`src/rtl/pe_acc_drain.sv`:
```
// Systolic-array PE: forwards operands, accumulates a K-beat signed dot product, then
// rounds/saturates the result and shifts it out through a daisy-chained drain path.
module pe_acc_drain #(
  parameter int unsigned D_W    = 16,
  parameter int unsigned FRAC_W = 13,
  parameter int unsigned ACC_W  = 40,
  parameter int unsigned KW     = 8,
  parameter int unsigned RND    = 1
) (
  input  logic           I_CLK,
  input  logic           I_ASYN_RSTN,
  input  logic           I_SYNC_RSTN,
  input  logic           I_VLD,
  input  logic [D_W-1:0] I_X,
  input  logic [D_W-1:0] I_W,
  input  logic [KW-1:0]  I_K,
  input  logic           I_SHIFT,
  input  logic [D_W-1:0] I_D,
  input  logic           I_D_VLD,
  output logic           O_VLD,
  output logic [D_W-1:0] O_X,
  output logic [D_W-1:0] O_W,
  output logic [D_W-1:0] O_D,
  output logic           O_D_VLD,
  output logic           O_BUSY,
  output logic           O_DONE,
  output logic           O_OVF
);

  typedef enum logic [1:0] {StIdle, StAcc, StRdy, StFwd} state_e;

  localparam logic [ACC_W:0] Half =
      (RND != 0) ? ((ACC_W + 1)'(1) << (FRAC_W - 1)) : '0;
  localparam logic signed [ACC_W:0] SatMax = {{(ACC_W - D_W + 2){1'b0}}, {(D_W - 1){1'b1}}};
  localparam logic signed [ACC_W:0] SatMin = {{(ACC_W - D_W + 2){1'b1}}, {(D_W - 1){1'b0}}};

  state_e                   state_q, state_d;
  logic signed [ACC_W-1:0]  acc_q, acc_d;
  logic [KW-1:0]            cnt_q, cnt_d, k_q, k_d;
  logic [D_W-1:0]           res_q, res_d;
  logic                     ovf_q, ovf_d;
  logic                     vld_q, vld_d;
  logic [D_W-1:0]           x_q, x_d, w_q, w_d, d_q, d_d;
  logic                     d_vld_q, d_vld_d;

  logic signed [2*D_W-1:0]  prod;
  logic signed [ACC_W-1:0]  prod_ext, acc_sum;
  logic signed [ACC_W:0]    rnd_sum, shifted;
  logic [D_W-1:0]           sat_res;
  logic                     clamp, load_res;
  logic [KW-1:0]            k_in, cnt_inc;

  assign prod     = $signed(I_X) * $signed(I_W);
  assign prod_ext = {{(ACC_W - 2 * D_W){prod[2*D_W-1]}}, prod};
  assign acc_sum  = (state_q == StIdle) ? prod_ext : acc_q + prod_ext;
  assign k_in     = (I_K == '0) ? KW'(1) : I_K;
  assign cnt_inc  = cnt_q + KW'(1);

  // Round and saturate the post-beat accumulator so the result loads with the last beat.
  always_comb begin
    rnd_sum = $signed({acc_sum[ACC_W-1], acc_sum} + Half);
    shifted = rnd_sum >>> FRAC_W;
    clamp   = 1'b0;
    sat_res = shifted[D_W-1:0];
    if (shifted > SatMax) begin
      sat_res = {1'b0, {(D_W - 1){1'b1}}};
      clamp   = 1'b1;
    end else if (shifted < SatMin) begin
      sat_res = {1'b1, {(D_W - 1){1'b0}}};
      clamp   = 1'b1;
    end
  end

  always_comb begin
    state_d  = state_q;
    acc_d    = acc_q;
    cnt_d    = cnt_q;
    k_d      = k_q;
    res_d    = res_q;
    ovf_d    = ovf_q;
    vld_d    = I_VLD;
    x_d      = I_VLD ? I_X : x_q;
    w_d      = I_VLD ? I_W : w_q;
    d_d      = d_q;
    d_vld_d  = 1'b0;
    load_res = 1'b0;

    unique case (state_q)
      StIdle: begin
        if (I_VLD) begin
          acc_d = acc_sum;
          cnt_d = KW'(1);
          k_d   = k_in;
          ovf_d = 1'b0;
          if (k_in == KW'(1)) begin
            state_d  = StRdy;
            load_res = 1'b1;
          end else begin
            state_d = StAcc;
          end
        end
        if (I_SHIFT) begin
          d_d     = I_D;
          d_vld_d = I_D_VLD;
        end
      end
      StAcc: begin
        if (I_VLD) begin
          acc_d = acc_sum;
          cnt_d = cnt_inc;
          if (cnt_inc == k_q) begin
            state_d  = StRdy;
            load_res = 1'b1;
          end
        end
        if (I_SHIFT) begin
          d_d     = I_D;
          d_vld_d = I_D_VLD;
        end
      end
      StRdy: begin
        if (I_SHIFT) begin
          d_d     = res_q;
          d_vld_d = 1'b1;
          state_d = StFwd;
        end
      end
      StFwd: begin
        if (I_SHIFT) begin
          d_d     = I_D;
          d_vld_d = I_D_VLD;
        end else begin
          state_d = StIdle;
        end
      end
    endcase

    if (load_res) begin
      res_d = sat_res;
      ovf_d = clamp;
    end

    // Synchronous reset overrides everything, even mid-job or mid-drain.
    if (!I_SYNC_RSTN) begin
      state_d = StIdle;
      acc_d   = '0;
      cnt_d   = '0;
      k_d     = '0;
      res_d   = '0;
      ovf_d   = 1'b0;
      vld_d   = 1'b0;
      x_d     = '0;
      w_d     = '0;
      d_d     = '0;
      d_vld_d = 1'b0;
    end
  end

  always_ff @(posedge I_CLK or negedge I_ASYN_RSTN) begin
    if (!I_ASYN_RSTN) begin
      state_q <= StIdle;
      acc_q   <= '0;
      cnt_q   <= '0;
      k_q     <= '0;
      res_q   <= '0;
      ovf_q   <= 1'b0;
      vld_q   <= 1'b0;
      x_q     <= '0;
      w_q     <= '0;
      d_q     <= '0;
      d_vld_q <= 1'b0;
    end else begin
      state_q <= state_d;
      acc_q   <= acc_d;
      cnt_q   <= cnt_d;
      k_q     <= k_d;
      res_q   <= res_d;
      ovf_q   <= ovf_d;
      vld_q   <= vld_d;
      x_q     <= x_d;
      w_q     <= w_d;
      d_q     <= d_d;
      d_vld_q <= d_vld_d;
    end
  end

  assign O_VLD   = vld_q;
  assign O_X     = x_q;
  assign O_W     = w_q;
  assign O_D     = d_q;
  assign O_D_VLD = d_vld_q;
  assign O_BUSY  = (state_q == StAcc);
  assign O_DONE  = (state_q == StRdy);
  assign O_OVF   = ovf_q;

endmodule

```
`config.mk`:
```
export PLATFORM = sky130hd
export DESIGN_NAME = pe_acc_drain
export DESIGN_NICKNAME = d
export VERILOG_FILES = /design/src/rtl/pe_acc_drain.sv
export SDC_FILE = /design/constraint.sdc
export NUM_CORES = 1
export LEC_CHECK = 0
export CAP_MARGIN = 15
export CORE_MARGIN = 1
export CORE_UTILIZATION = 40
export CTS_BUF_LIST = sky130_fd_sc_hd__clkbuf_16
export DETAILED_ROUTE_END_ITERATION = 16
export GPL_TIMING_DRIVEN = 0
export RECOVER_POWER = 100
export REMOVE_ABC_BUFFERS = 1
export SLEW_MARGIN = 20
export SYNTH_ARGS = -nofsm -noshare
export SYNTH_HDL_FRONTEND = slang
export SYNTH_SLANG_ARGS = --single-unit
```
`constraint.sdc`:
```
create_clock -name I_CLK -period 5.3 [get_ports I_CLK]
set_input_delay 1.06 -clock I_CLK [delete_from_list [all_inputs] [get_ports I_CLK]]
set_output_delay 1.06 -clock I_CLK [all_outputs]
set_load 0.05 [all_outputs]
```
==> tab_implementation.tex <==
\begin{tabular}{lr}
\hline
Metric & Value \\
\hline
\multicolumn{2}{l}{\textbf{Synthesis}} \\
Fraction of the yosys area taken by sequential cells & 15.7\% \\
Number of instances in the synthesized netlist & roughly 2.3k \\
Proportion of synthesized flip-flops having asynchronous set or reset & 100\% \\
Number of flip-flops and latches in the synthesized netlist & around 130 \\
Library cells used by synthesis & between 80 and 90 \\
Top\_reg\_cell synth & sky130\_fd\_sc\_hd\_\_dfrtp\_1 \\
EDFF count, synth & 0 \\
Synth warn & 0 \\
Summed instance area of the synthesized netlist & between 0.015 and 0.02 mm2 \\
Post-synthesis area per instance & $\sim$8.6 um2 \\
Cell type with the highest aggregate area in the netlist & sky130\_fd\_sc\_hd\_\_fa\_1 \\
Cell types occupying the most area after synthesis & sky130\_fd\_sc\_hd\_\_fa\_1, sky130\_fd\_sc\_hd\_\_dfrtp\_1, sky130\_fd\_sc\_hd\_\_ha\_1 \\
Area share of the leading cell type in the synthesized netlist & 26.5\% \\
\multicolumn{2}{l}{\textbf{Status}} \\
Violations in the final reports & max-capacitance violations, max-slew violations, negative setup slack \\
Outcome & finished with violations \\
\multicolumn{2}{l}{\textbf{Timing}} \\
Fin. max-slew vios & approximately 190 \\
Time the final worst path needs with I/O delays and setup & between 9 and 10 ns \\
Endpoints failing hold & 0 \\
Post-route fraction of the period consumed by the critical path & 177\% \\
Maximum achievable frequency & 0.107 GHz \\
Final setup violation count & between 40 and 50 \\
Setup repair after global routing missed its margin & true \\
Worst clock skew on the final layout & $\sim$0.018 ns \\
Transition time at the pin with the least slew margin & around 2.8 ns \\
Final setup margin & -4.07 ns \\
Worst slew margin relative to its limit & -88.5\% \\
Total Negative Setup Slacks & -134.44 ns \\
\multicolumn{2}{l}{\textbf{Worst hold path}} \\
Endpoint of the worst hold-timing path & acc\_q[11] \\
Worst Hold Path Cells & 2 \\
Path type of the worst min-delay path & flop to flop \\
Origin of the worst min-delay path & acc\_q[11] \\
\multicolumn{2}{l}{\textbf{Placed design}} \\
Post-placement setup slack & -7.38 ns \\
GPL Wtd Cong & between 0.8 and 0.9 \\
Number of port buffers & 114 \\
HPWL reported at the end of detailed placement & around 42000 um \\
\multicolumn{2}{l}{\textbf{Clocking}} \\
TritonCTS clock tree & built \\
Total CTS buffers & 17 \\
H-tree level count & 4 \\
Buffers from clock root to sink, at most & 2 \\
Num Clock Sinks & $\sim$130 \\
Clk\_lat worst skew & slightly below 0.5 ns \\
Clock transition at the register clock pins on the worst setup and hold paths after CTS & about 0.060 ns \\
Clock root buffer & sky130\_fd\_sc\_hd\_\_clkbuf\_16 \\
\multicolumn{2}{l}{\textbf{GRT}} \\
Via count of the first global-routing pass & approximately 17k \\
Wire length of the first global-routing pass & 93100 um \\
Total routing usage reported by global routing & between 20\% and 30\% \\
Largest net degree at the start of global routing & 90 \\
Total congestion overflow & 0 \\
Initial antenna violation count & 0 \\
\multicolumn{2}{l}{\textbf{Setup path}} \\
Highest cell delay on the worst timing path & a little under 0.6 ns \\
Required time of the critical path & between 5 and 6 ns \\
Data arrival time at the worst-slack endpoint & a little under 10 ns \\
Slowest cell on crit path & sky130\_fd\_sc\_hd\_\_fa\_2 \\
Worst reg2reg startpoint & state\_q[0] \\
Worst path most repeated cell & sky130\_fd\_sc\_hd\_\_fa\_1 \\
Maximum fanout count along the critical path & 8 \\
R2R depth & 15 \\
Startpoint type of the worst setup path & input port \\
CP endpoint kind & flop \\
Classification of the worst setup path & input port to flop \\
Endpoint of the worst register-to-register path & res\_q[2] \\
Reg-to-reg slack, setup & roughly 0.56 ns \\
\multicolumn{2}{l}{\textbf{Detailed routing}} \\
First drt pass iteration count & 5 \\
Average wire length per cell after detail routing & $\sim$19 um \\
Iteration-0 DRC count of the detailed router & $\sim$850 \\
Number of nets with antenna violations after detailed routing & 0 \\
Count of vias placed by the detailed router & approximately 17k \\
Mean number of vias per cell & 5.41 \\
WL final & roughly 60000 um \\
Detailed-route DRC error count & 0 \\
\multicolumn{2}{l}{\textbf{Die}} \\
Starting Density & about two fifths \\
Total Die Area & between 0.05 and 0.06 mm2 \\
IO Count & about 120 \\
Row count & 81 \\
CORE AREA & 0.0490 mm2 \\
Vertical die dimension & between 200 and 250 um \\
Die width & 225 um \\
\multicolumn{2}{l}{\textbf{Cells and area}} \\
Most common cell after layout, fill and taps aside & sky130\_fd\_sc\_hd\_\_inv\_1 \\
Antenna cells & 0 \\
Commonest cells after routing, fill and taps aside & sky130\_fd\_sc\_hd\_\_inv\_1, sky130\_fd\_sc\_hd\_\_nand2\_1, sky130\_fd\_sc\_hd\_\_fa\_1 \\
Fin nets & roughly 3.0k \\
Fraction of layout instances using a drive strength above 1 & 28.6\% \\
Synthesis-to-finish area growth & 35.3\% \\
\multicolumn{2}{l}{\textbf{Run}} \\
Number of violations of the max-capacitance limit & 4 \\
\hline
\end{tabular}
-- state kept, by name (all words and copies together) (netlist names) --
| name | flops |
|---|---|
| O_D | 16 |
| O_D_VLD | 1 |
| O_OVF | 1 |
| O_VLD | 1 |
| O_W | 16 |
| O_X | 16 |
| acc_q | 40 |
| cnt_q | 8 |
| k_q | 8 |
| res_q | 16 |
| state_q | 2 |
-- final cells by class --
| class | count | area, um2 |
|---|---|---|
| timing repair buffer | 328 | 3350 |
| clock buffer | 17 | 425 |
| multi-input combinational | 1712 | 17700 |
| fill | 4298 | 22000 |
| inverter | 358 | 1360 |
| tap | 664 | 831 |
| clock inverter | 15 | 121 |
| sequential | 125 | 3130 |
-- synth_stat cells, drive strengths merged, types with 4 or more instances --
cell type	count
nand2b	12
a31oi	9
nor3b	5
a32o	4
clkbuf	88
o31ai	10
a21oi	96
mux2	7
or2	7
or4	9
nor3	33
dfrtp	125
o211ai	25
or3	6
and2	138
fa	263
and4	4
a221o	16
o211a	20
o2111ai	6
a221oi	4
nor2b	50
xnor2	53
xor2	30
nor4	7
inv	358
a22o	12
nand2	291
a21o	21
nand3	29
o31a	5
a21boi	11
a32oi	4
nand4	28
nor2	91
o22ai	5
mux2i	61
and3	13
o21bai	12
ha	129
o21ai	117
buf	22
o21a	17
a211oi	17
-- metrics by stage --
stage,utilization (%),hold WS (ns),instance area [um2],instances
CTS,48.4,0.454,23700,3069
global placement,43.7,0.470,21400,2972
detailed placement,44.0,0.480,21500,2977
floorplan,-,0.456,19400,2194
global route,55.0,0.514,26900,3219
finish,55.0,0.500,26900,3219
-- worst max-delay path by stage --
stage          slack, ns  depth (start not counted)  startpoint         to
4_1_cts            -4.24                         33      I_W[0]   res_q[9]
3_3_place_gp       -7.32                         33      I_X[8]   res_q[9]
5_1_grt            -4.34                         38      I_W[6]   res_q[2]
6_report           -4.07                         34     I_X[15]   res_q[2]
2_1_floorplan      -4.59                         31      I_W[3]  res_q[14]
3_5_place_dp       -7.38                         33      I_X[7]   res_q[1]
-- per-layer routing --
layer  up-vias  track usage [%]  routed length (um)
met2       424             39.0               30000
li1       8029                -                   -
met4         0             6.17                1310
met3        83             3.27                2550
met5         -                0                   0
met1      8879             31.5               26600
-- kinds of logic after synthesis --
group	synth area share, %
xor gates and xnor gates	3.77
adders and majority gates	34.6
and+or+nand+nor	18.5
buffers and inverters	9.08
AOI/OAI and AO/OA	14.8
DFF	15.7
muxes	3.47
-- critical path: cells and delay by family --
kind / cells / cell delay, ns
AO/OA/AOI/OAI: 9 / 2.22
adder cells (fa/ha/maj): 8 / 3.82
AND/OR/NAND/NOR: 8 / 1.33
buffers and inverters: 7 / 0.93
XOR/XNOR: 2 / 0.37
-- timing repair --
item | CTS | global route
pin swaps | 61 | 222
buffers inserted | 60 | 144
cloned | 0 | 8
resized for setup | 448 | 486
endpoints found under the setup margin | 52 | 51
hold buffers | 0 | 0
Power is not shown: default switching activity piles up to over one toggle a cycle in this logic, so the estimate is an artifact.
